## src/rtl/or_unit_arbiter.sv

```systemverilog
// Round-robin arbiter sharing one 32-bit OR/NOR unit between NREQ requesters.
// The winning operation is captured in a single-entry result register tagged with the requester id.

module full32BitOr (
    input  logic [31:0] a,
    input  logic [31:0] b,
    input  logic        orflag,
    output logic [31:0] out,
    output logic        carryout,
    output logic        overflow
);

    assign out      = orflag ? (a | b) : ~(a | b);
    assign carryout = 1'b0;
    assign overflow = 1'b0;

endmodule

module or_unit_arbiter #(
    parameter int unsigned NREQ  = 4,
    parameter int unsigned ID_W  = 2,
    parameter int unsigned CNT_W = 16
) (
    input  logic                 clk,
    input  logic                 reset,
    input  logic [NREQ-1:0]      req_valid,
    output logic [NREQ-1:0]      req_ready,
    input  logic [NREQ*32-1:0]   req_a,
    input  logic [NREQ*32-1:0]   req_b,
    input  logic [NREQ-1:0]      req_orflag,
    output logic                 rsp_valid,
    input  logic                 rsp_ready,
    output logic [31:0]          rsp_out,
    output logic [ID_W-1:0]      rsp_id,
    output logic [CNT_W-1:0]     ops_count
);

    logic [ID_W-1:0] ptr;
    logic            can_accept;
    logic            grant_hit;
    logic [ID_W-1:0] grant_idx;
    logic [NREQ-1:0] grant_vec;
    logic [31:0]     sel_a;
    logic [31:0]     sel_b;
    logic            sel_orflag;
    logic [31:0]     unit_out;
    logic            unit_carryout;
    logic            unit_overflow;
    logic            unused_unit_flags;
    logic            transfer;
    logic            rsp_fire;

    assign can_accept = !rsp_valid || rsp_ready;

    // Two passes give wrap-around priority: indices above ptr first, then 0..ptr.
    // Grants are suppressed while reset is held so no requester sees an accept that is then discarded.
    always_comb begin
        grant_hit  = 1'b0;
        grant_idx  = '0;
        grant_vec  = '0;
        sel_a      = '0;
        sel_b      = '0;
        sel_orflag = 1'b0;
        if (can_accept && !reset) begin
            for (int unsigned pass = 0; pass < 2; pass++) begin
                for (int unsigned j = 0; j < NREQ; j++) begin
                    if (!grant_hit && req_valid[j] &&
                        ((pass == 0) ? (j > 32'(ptr)) : (j <= 32'(ptr)))) begin
                        grant_hit    = 1'b1;
                        grant_idx    = ID_W'(j);
                        grant_vec[j] = 1'b1;
                        sel_a        = req_a[j*32 +: 32];
                        sel_b        = req_b[j*32 +: 32];
                        sel_orflag   = req_orflag[j];
                    end
                end
            end
        end
    end

    assign req_ready = grant_vec;
    assign transfer  = grant_hit;
    assign rsp_fire  = rsp_valid && rsp_ready;

    full32BitOr u_or (
        .a        (sel_a),
        .b        (sel_b),
        .orflag   (sel_orflag),
        .out      (unit_out),
        .carryout (unit_carryout),
        .overflow (unit_overflow)
    );

    assign unused_unit_flags = unit_carryout | unit_overflow;

    always_ff @(posedge clk) begin
        if (reset) begin
            ptr       <= ID_W'(NREQ - 1);
            rsp_valid <= 1'b0;
            rsp_out   <= '0;
            rsp_id    <= '0;
            ops_count <= '0;
        end else begin
            if (transfer) begin
                ptr       <= grant_idx;
                rsp_valid <= 1'b1;
                rsp_out   <= unit_out;
                rsp_id    <= grant_idx;
            end else if (rsp_fire) begin
                rsp_valid <= 1'b0;
            end
            if (rsp_fire && (ops_count != '1)) begin
                ops_count <= ops_count + 1'b1;
            end
        end
    end

endmodule

```

## config.mk

```make
export PLATFORM = sky130hd
export DESIGN_NAME = or_unit_arbiter
export DESIGN_NICKNAME = d
export VERILOG_FILES = /design/src/rtl/or_unit_arbiter.sv
export SDC_FILE = /design/constraint.sdc
export NUM_CORES = 1
export LEC_CHECK = 0
export BUFFER_PORTS_ARGS = -buffer_cell sky130_fd_sc_hd__buf_2
export CORE_AREA = 8 8 117 119
export DETAILED_ROUTE_END_ITERATION = 6
export DIE_AREA = 0 0 125 127
export GPL_ROUTABILITY_DRIVEN = 0
export PLACE_DENSITY = 0.74
export SYNTH_ARGS = -nofsm -noshare
export SYNTH_HDL_FRONTEND = slang
export SYNTH_SLANG_ARGS = --single-unit
```

## constraint.sdc

```tcl
create_clock -name clk -period 2.84 [get_ports clk]
set_input_delay 0 -clock clk [delete_from_list [all_inputs] [get_ports clk]]
set_output_delay 0 -clock clk [all_outputs]
set_load 0.1 [all_outputs]
```

# After elaboration in Yosys (flattened, before gate mapping)
# Index checks and enable logic that the tools add are counted.
[word_totals]
regBits = 53
[op_classes]
n_addsub = 1
order_cmp = 6
eq_ne = 1
mux = 56
bitwise_logic = 2
reduce_logical = 25
[ops]
columns = ["op", "n"]
rows = [
  ["32-bit two-way mux", 17],
  ["32-bit NOT", 1],
  ["32-bit OR", 1],
  ["1-bit two-way mux", 31],
  ["16-bit by 1-bit adder with 16-bit output (second input constant)", 1],
  ["16-bit inequality test (second input constant)", 1],
  ["1-bit logical AND", 15],
  ["2-bit two-way mux", 7],
  ["1-bit logical NOT", 8],
  ["2-bit greater-than comparator (first input constant)", 2],
  ["2-bit <= comparator (first input constant)", 2],
  ["4-bit two-way mux", 1],
  ["1-bit by 2-bit greater-than comparator with 1-bit output (first input constant)", 1],
  ["1-bit by 2-bit <= comparator with 1-bit output (first input constant)", 1],
  ["2-bit nonzero test", 1],
  ["1-bit logical OR", 1],
]

# Logic depth before layout (Yosys ltp)
# Gate-level depths: netlist of the first run.
[logic_depth]
word_depth = 36
depth_mapped = 11

# Modules after synthesis
# A second synthesis of the first run with hierarchy kept.
[unflattened]
hier_cells = 966
hier_area_um2 = 6607.6
[by_module_without_submodules]
columns = ["mod", "n_inst", "cells_each", "area_each_um2", "seq_area_each_um2"]
rows = [
  ["or_unit_arbiter", 1, 895, 6117.1, 1061.0],
  ["full32BitOr", 1, 71, 490.5, 0.0],
]

# Least setup slack after synthesis of the first run
# OpenSTA, ideal clock, no wires.
[synth_timing]
path_kind = "reg-to-reg"
start = "register ptr[1]"
end = "register rsp_id[0]"
arrival_time_ps = 2949
slack_ps = -176
path_stages_with_launch = 9
path_buffers = 2
period_less_slack_ps = 3016
path_cell_list = "dfxtp_1 > buf_2 > a2bb2oi_1 > o22ai_1 > clkbuf_1 > nor2b_1 > or2_2 > a21oi_1 > nor2_1"
[synth_via]
elab_chain_cells = 33
elab_cells_between_ends = 46
classes_between = "6 x order compare; 22 x mux; 18 x reduce/logical"
[synth_rtl]
columns = ["item", "line_no", "source"]
rows = [
  ["from (decl)", "38", "logic [ID_W-1:0] ptr;"],
  ["from (signal assigned)", "98", "ptr <= ID_W'(NREQ - 1);"],
  ["from (signal assigned)", "105", "ptr <= grant_idx;"],
  ["1-bit by 2-bit greater-than comparator with 1-bit output", "n/a", ""],
  ["1-bit logical AND", "67", "if (!grant_hit && req_valid[j] &&"],
  ["1-bit two-way mux", "67", ""],
  ["1-bit two-way mux", "64", "if (can_accept && !reset) begin"],
  ["1-bit logical NOT", "67", ""],
  ["1-bit logical AND (2 in series)", "67", ""],
  ["1-bit two-way mux", "67", ""],
  ["1-bit two-way mux", "64", ""],
  ["[14 not listed]", "n/a", ""],
  ["1-bit logical NOT", "67", ""],
  ["1-bit logical AND (2 in series)", "67", ""],
  ["1-bit two-way mux", "67", ""],
  ["1-bit two-way mux", "64", ""],
  ["1-bit logical NOT", "67", ""],
  ["1-bit logical AND (2 in series)", "67", ""],
  ["2-bit two-way mux / 1-bit two-way mux (equally long branches)", "67", ""],
  ["2-bit two-way mux / 1-bit two-way mux (equally long branches)", "64", ""],
  ["to (signal assigned)", "108", "rsp_id <= grant_idx;"],
  ["to (decl)", "34", "output logic [ID_W-1:0] rsp_id,"],
]
# Parallel ways exist; a longest one is shown, timed or not. The select of a mux whose other input is x is not followed.
# A chain may end at the register's enable or synchronous reset.

# Worst setup path in the final report of the first run
[layout_timing]
start = "register ptr[1]"
end = "register rsp_out[14]"
[layout_via]
elab_chain_cells = 36
elab_cells_between_ends = 65
classes_between = "6 x order compare; 39 x mux; 2 x bitwise; 18 x reduce/logical"
[layout_rtl]
columns = ["item", "line_no", "source"]
rows = [
  ["1-bit by 2-bit greater-than comparator with 1-bit output", "n/a", ""],
  ["1-bit logical AND", "67", ""],
  ["1-bit two-way mux", "67", ""],
  ["1-bit two-way mux", "64", ""],
  ["1-bit logical NOT", "67", ""],
  ["1-bit logical AND (2 in series)", "67", ""],
  ["1-bit two-way mux", "67", ""],
  ["1-bit two-way mux", "64", ""],
  ["[18 not listed]", "n/a", ""],
  ["1-bit two-way mux", "64", ""],
  ["1-bit logical NOT", "67", ""],
  ["1-bit logical AND (2 in series)", "67", ""],
  ["32-bit two-way mux", "67", ""],
  ["32-bit two-way mux", "64", ""],
  ["32-bit OR", "13", "assign out = orflag ? (a | b) : ~(a | b);"],
  ["32-bit NOT", "13", ""],
  ["32-bit two-way mux", "13", ""],
  ["to (signal assigned)", "107", "rsp_out <= unit_out;"],
  ["to (decl)", "33", "output logic [31:0] rsp_out,"],
]
# Parallel ways exist; a longest one is shown, timed or not. The select of a mux whose other input is x is not followed.

==> results of run 1 <==
==> cells in the final DEF, fill, tap and decap left out, types with 10 or more instances in the layout <==
cell type / netlist / final
o211ai_1: 10 / 10
buf_4: 4 / 14
o21ai_0: 25 / 25
or2_2: 19 / 19
dfxtp_1: 53 / 53
a21o_1: 26 / 26
nand3_1: 17 / 17
nand2b_1: 10 / 10
nor2_1: 97 / 96
o221ai_1: 25 / 25
nand2_1: 16 / 16
buf_2: 18 / 321
o31a_1: 19 / 19
a21oi_1: 50 / 50
o22ai_1: 29 / 28
o31ai_1: 17 / 17
xor2_1: 10 / 10
mux2i_1: 28 / 28
==> cell type report <==
cell class | instances | area, um2 | area share
diodes | 1 | 2.50 | 0.000409
repair buffers | 336 | 1730 | 0.283
clock inverters | 3 | 25.0 | 0.00409
multi-input cells | 462 | 2970 | 0.485
flip-flops and latches | 53 | 1060 | 0.173
clock buffers | 5 | 125 | 0.0204
inverters | 7 | 26.3 | 0.00429
well taps | 147 | 184 | 0.0300
==> cells by family after synthesis <==
group                      after synthesis  synth area share
adders and majority gates                1           0.00291
buffers and inverters                   52            0.0681
xor gates and xnor gates                13            0.0265
AOI/OAI and AO/OA                      225             0.364
and+or+nand+nor                        195             0.226
muxes                                   28            0.0652
DFF                                     53             0.247
==> registers in the layout, indices dropped and copies added, names as in the netlist <==
| register | flops |
|---|---|
| rsp_out | 32 |
| rsp_id | 2 |
| ptr | 2 |
| ops_count | 16 |
| rsp_valid | 1 |
==> final timing paths <==
check,startpoint,endpoint,slack (ps),cells after the start
setup / recovery,ptr[1]$_SDFFE_PP1P_,rsp_out[14]$_SDFFE_PP0P_,450,7
hold / removal,rsp_ready,rsp_valid$_SDFFE_PP0P_,40,3
setup reg to reg,ptr[1]$_SDFFE_PP1P_,rsp_out[14]$_SDFFE_PP0P_,450,7
hold reg to reg,rsp_out[14]$_SDFFE_PP0P_,rsp_out[14]$_SDFFE_PP0P_,450,1
==> power by group through the flow <==
stage,clock network [uW],logic (uW),registers (uW)
6_report,644,2190,965
5_1_grt,679,2310,984
4_1_cts,656,2200,964
3_5_place_dp,0,2190,979
3_3_place_gp,0,2180,976
2_1_floorplan,0,764,1900
==> critical path, cell delays in order (launching register included) <==
cell and delay (ps):
dfxtp_1 600, nand2_1 160, or4_4 740, o31ai_1 150
o22ai_1 110, a21oi_1 220, mux2i_1 110, a21o_1 160
==> through the flow <==
| stage | instance area (um2) | setup WS [ps] | instances |
|---|---|---|---|
| 3_5_place_dp | 5970 | 502 | 1005 |
| 3_3_place_gp | 5970 | 527 | 1005 |
| 4_1_cts | 6120 | 489 | 1013 |
| 6_report | 6120 | 452 | 1014 |
| 5_1_grt | 6120 | 307 | 1014 |
| 2_1_floorplan | 4300 | 21.4 | 567 |
==> per-layer routing <==
layer / vias up / GRT usage
li1: 2725 / -
met1: 2515 / 0.266
met2: 230 / 0.390
met3: 13 / 0.0524
met4: 0 / 0.0501
met5: - / 0
==> metrics.md, run 1 <==
| Metric | Value |
|---|---|
| Status | `complete, no violations` |
| Syn Nets | `835` |
| Clk_lat worst skew | `300 ps` |
| Synth top area share | `0.247` |
| Crit path required time | `between 3000 and 4000 ps` |
| Synth area leaders | `dfxtp_1 25%, nor2_1 8.5%, mux2i_1 6.5%` |
| Final setup fails | `0` |
| Most common cell in the netlist | `nor2_1` |
| Post-CTS setup buffers | `0` |
| Period Utilization, post-route | `0.841` |
| Die Area | `between 15000 and 20000 um2` |
| Die Wd | `between 100 and 150 um` |
| Post-Syn Instances | `567` |
| Ys Warns | `0` |
| Drt drc | `0` |
| Psw | `1970 uW` |
| First-pass GRT wire length | `roughly 29000 um` |
| Highest metal used | `met4` |
| Grt ovf | `0` |
| Max Buffers Root-to-Sink | `2` |
| Met1 wire length | `between 7000 and 8000 um` |
| Power per cell area | `a little over 600 nW/um2` |
| Drt pass-1 iters | `5` |
| Initial antenna violation count | `1` |
| Core Util, Final | `0.518` |
| Net Sw Frac | `0.519` |
| Post-CTS Resized | `0` |
| Area growth from synthesis to layout | `42.4%` |
| Met3 wire length | `approximately 1500 um` |
| Count of input and output buffers | `between 300 and 400` |
| HPWL after detailed placement | `about 15000 um` |
| Via density | `between 5 and 6` |
| Total CTS buffers | `5` |
| Starting Density | `0.364` |
| # rows | `40` |
| CTS clk-pin slew, worst paths | `approximately 80 ps` |
| Vias in the first global route | `between 5000 and 6000` |
| Final-layout fill cell count | `about 1200` |
| Most frequent cells after synthesis | `97 x nor2_1, 53 x dfxtp_1, 50 x a21oi_1` |
| Drt wl/cell | `around 19 um` |
| Setup TNS | `0 ps` |
| Synth Register Bits | `53` |
| Startpoint Class | `flip-flop` |
| WHS | `41.5 ps` |
| Max Cap Viol | `0` |
| Part of the power in combinational logic | `0.577` |
| Via count | `around 5500` |
| Initial DRC Count | `roughly 390` |
| Critical path type | `flip-flop to flip-flop` |
| Leak Pwr | `between 0.003 and 0.004 uW` |
| Remaining antenna violation count | `0` |
| CTS root buffer | `clkbuf_16` |
| Final clock skew | `between 10 and 15 ps` |
| Maximum vdd drop | `0.429 mV` |
| Pint | `roughly 1800 uW` |
| Largest area contributor in the netlist | `dfxtp_1` |
| Sequential power share | `0.254` |
| CTS tree | `done` |
| GRT Util Overall | `0.221` |
| WL met2 | `between 9000 and 10000 um` |
| Clk network pwr share | `0.169` |
| IO Pins | `322` |
| Unrepaired setup endpoints after global routing | `no` |
| Clock sinks | `53` |
| Worst hold path type | `primary input to flip-flop` |
| Highest clock rate | `419 MHz` |
| Die Ht | `between 100 and 150 um` |
| Max-slew headroom | `0.397` |
| Final min period | `approximately 2400 ps` |
| Crit path DAT | `roughly 2600 ps` |
| Fraction of registers with async set or reset after synthesis | `0` |
| Maximum fanout along the worst path | `39` |
| Hold Buf Count CTS | `0` |
| Pwr Total | `3800 uW` |
| Top_reg_cell synth | `dfxtp_1` |
| Post-synthesis sequential area ratio | `0.247` |
| Avg Inst Size Synth | `around 7.6 um2` |
| Final WL | `19000 um` |
| Largest net degree at the start of global routing | `40` |
| CP endpoint kind | `flip-flop` |
| Actual slew at the worst max-slew pin | `895 ps` |
| Fin. Hold Viols | `0` |
| Count of flip-flops with a built-in enable after synthesis | `0` |
| Library cells used by synthesis | `53` |
| Fin nets | `about 1100` |
| Core Area | `about 12000 um2` |
| Post-Synthesis Cell Area | `4300 um2` |
| Layout cells sized above 1 | `0.439` |
| H-tree depth | `2` |
| Final Slew Violations | `0` |
(Power assumes the default switching activity.)
==> run 2, diff against run 1 <==
--- a/config.mk
+++ b/config.mk
@@ -6,11 +6,11 @@
 export NUM_CORES = 1
 export LEC_CHECK = 0
 export BUFFER_PORTS_ARGS = -buffer_cell sky130_fd_sc_hd__buf_2
-export CORE_AREA = 8 8 117 119
+export CORE_MARGIN = 8
+export CORE_UTILIZATION = 37
 export DETAILED_ROUTE_END_ITERATION = 6
-export DIE_AREA = 0 0 125 127
 export GPL_ROUTABILITY_DRIVEN = 0
-export PLACE_DENSITY = 0.74
+export PLACE_DENSITY = 0.78
 export SYNTH_ARGS = -nofsm -noshare
 export SYNTH_HDL_FRONTEND = slang
 export SYNTH_SLANG_ARGS = --single-unit
==> constraint.sdc (replaced) <==
create_clock -name clk -period 1.9 [get_ports clk]
set_input_delay 0 -clock clk [delete_from_list [all_inputs] [get_ports clk]]
set_output_delay 0 -clock clk [all_outputs]
set_load 0.1 [all_outputs]
==> run 2 against run 1 <==
The flow now finishes with violations (negative setup slack). Worst setup slack worse by 510 ps. Global-route usage grew 2.2 points. Sequential power grew 46%. Maximum frequency up 22%. Wire length grew 7.0%. Critical path depth rose by 3. Worst hold slack gained 3.3 ps. Critical path type unchanged. Largest power group unchanged. Highest routed layer unchanged.
==> metrics.md, run 2 (same netlist as run 1, synthesis figures left out) <==
| Metric | Value |
|---|---|
| Final WL | `about 20000 um` |
| Core Util, Final | `0.613` |
| Vias in the first global route | `~5700` |
| Most common cell after layout, fill and taps aside | `buf_2` |
| IO Pins | `around 320` |
| # rows | `39` |
| Max-slew headroom | `0.648` |
| Fin nets | `~1200` |
| Actual slew at the worst max-slew pin | `531 ps` |
| Final Slew Violations | `0` |
| Die Ht | `between 100 and 150 um` |
| Largest net degree at the start of global routing | `31` |
| Fin. Hold Viols | `0` |
| Core Area | `~11000 um2` |
| GRT Util Overall | `0.243` |
| Reg2reg path depth | `10` |
| Final clock skew | `just over 9 ps` |
| Final min period | `around 2000 ps` |
| Die Area | `between 15000 and 20000 um2` |
| Hold Crit Depth | `3` |
| Worst hold path type | `primary input to flip-flop` |
| Violated checks | `negative setup slack` |
| Drt pass-1 iters | `5` |
| Die Wd | `between 100 and 150 um` |
| Critical path type | `flip-flop to flip-flop` |
| Leak Pwr | `between 0.003 and 0.004 uW` |
| Count of input and output buffers | `about 320` |
| Highest clock rate | `around 510 MHz` |
| Period Utilization, post-route | `1.03` |
| Via count | `5820` |
| Final setup fails | `25` |
| Biggest registers after layout | `rsp_out x32, ops_count x16` |
| CP endpoint kind | `flip-flop` |
| CTS clk-pin slew, worst paths | `80 ps` |
| Initial DRC Count | `roughly 360` |
| First-pass GRT wire length | `between 20000 and 30000 um` |
| Crit path DAT | `approximately 2200 ps` |
| Drt drc | `0` |
| Clock sinks | `53` |
| Area growth from synthesis to layout | `62.1%` |
| Startpoint Class | `flip-flop` |
| Via density | `5.53` |
| Status | `finished with violations` |
| Max Cap Viol | `0` |
| Layout cells sized above 1 | `0.524` |
| Grt ovf | `0` |
| Unrepaired setup endpoints after global routing | `yes` |
| Max Buffers Root-to-Sink | `2` |
| Max FFs per register | `32` |
| Clk_lat worst skew | `about 300 ps` |
| Power per cell area | `about 870 nW/um2` |
| Antenna diodes | `0` |
| Crit path required time | `roughly 2100 ps` |
| Total CTS buffers | `5` |
| CTS root buffer | `clkbuf_16` |
| Setup ws final | `-57.2 ps` |
| CTS tree | `done` |
| H-tree depth | `2` |
| Pwr Total | `just over 6000 uW` |
| Remaining antenna violation count | `0` |
| Maximum fanout along the worst path | `7` |
| Commonest non-fill, non-tap cells in the layout | `317 x buf_2, 91 x nor2_1, 45 x a21oi_1` |
| HPWL after detailed placement | `16000 um` |
| Drt wl/cell | `around 19 um` |
| Starting Density | `0.378` |
| Maximum vdd drop | `approximately 0.75 mV` |
| Reg with most FFs | `rsp_out` |
| Initial antenna violation count | `0` |
==> run 2: cell types whose count changed in the layout (fill, tap and decap cells not counted), sizes merged <==
cell      change
clkbuf        +4
clkinv        -1
buf          +40
clkinvlp      +1
diode         -1
==> run 2: critical path: stages, from the launching register on <==
cell and delay (ps):
dfxtp_4 380, nand2b_4 180, mux2i_1 150, a22oi_2 170
o221ai_2 120, buf_4 160, o21ai_4 170, buf_8 170
clkbuf_16 150, mux2i_1 60, a21o_1 150
==> run 2: cell type report <==
| type | instances | area (um2) |
|---|---|---|
| Multi-Input combinational cell | 462 | 3160 |
| Clock buffer | 5 | 125 |
| Inverter | 7 | 26.3 |
| Sequential cell | 53 | 1130 |
| Tap cell | 143 | 179 |
| Clock inverter | 3 | 26.3 |
| Fill cell | 1083 | 4400 |
| Timing Repair Buffer | 380 | 2320 |
==> run 2: routing by layer <==
| metal | vias to the layer above | track usage | share of wire |
|---|---|---|---|
| met3 | 39 | 0.0630 | 0.082 |
| met5 | - | 0 | 0 |
| met2 | 266 | 0.413 | 0.49 |
| met1 | 2698 | 0.295 | 0.40 |
| li1 | 2817 | - | - |
| met4 | 0 | 0.0715 | 0.020 |
==> run 2: power by group <==
| group | switching (uW) | internal (uW) | total (uW) | leakage, uW |
|---|---|---|---|---|
| combinational | 2480 | 1190 | 3670 | 0.00299 |
| sequential | 117 | 1300 | 1410 | 0.000451 |
| clock | 459 | 499 | 958 | 0.0000680 |
| total | 3060 | 2980 | 6040 | 0.00351 |
==> run 2: stage by stage <==
step	TNS (ps)	cell area (um2)	worst slack [ps]	instances	hold WS (ps)
2_1_floorplan	-202	4460	-74.2	567	192
3_3_place_gp	-1860	6500	-81.6	1031	345
3_5_place_dp	-2350	6500	-138	1031	355
4_1_cts	-3.77	6700	-3.77	1041	35.2
5_1_grt	-2460	6970	-120	1053	33.1
6_report	-988	6970	-57.2	1053	44.7
==> run 2: path summary, 6_finish.rpt <==
check,slack (ps),startpoint,endpoint
worst max register to register,-60,ptr[0]$_SDFFE_PP1P_,rsp_out[14]$_SDFFE_PP0P_
worst min-delay path,40,rsp_ready,rsp_valid$_SDFFE_PP0P_
worst min register to register,450,rsp_out[12]$_SDFFE_PP0P_,rsp_out[12]$_SDFFE_PP0P_
worst max-delay path,-60,ptr[0]$_SDFFE_PP1P_,rsp_out[14]$_SDFFE_PP0P_
==> run 2: what timing repair did <==
item	4_1_cts	5_1_grt
pin swaps	2	9
endpoints found under the setup margin	31	32
hold buffers	0	0
gates cloned	0	4
setup buffers	2	8
gates resized for setup	13	24
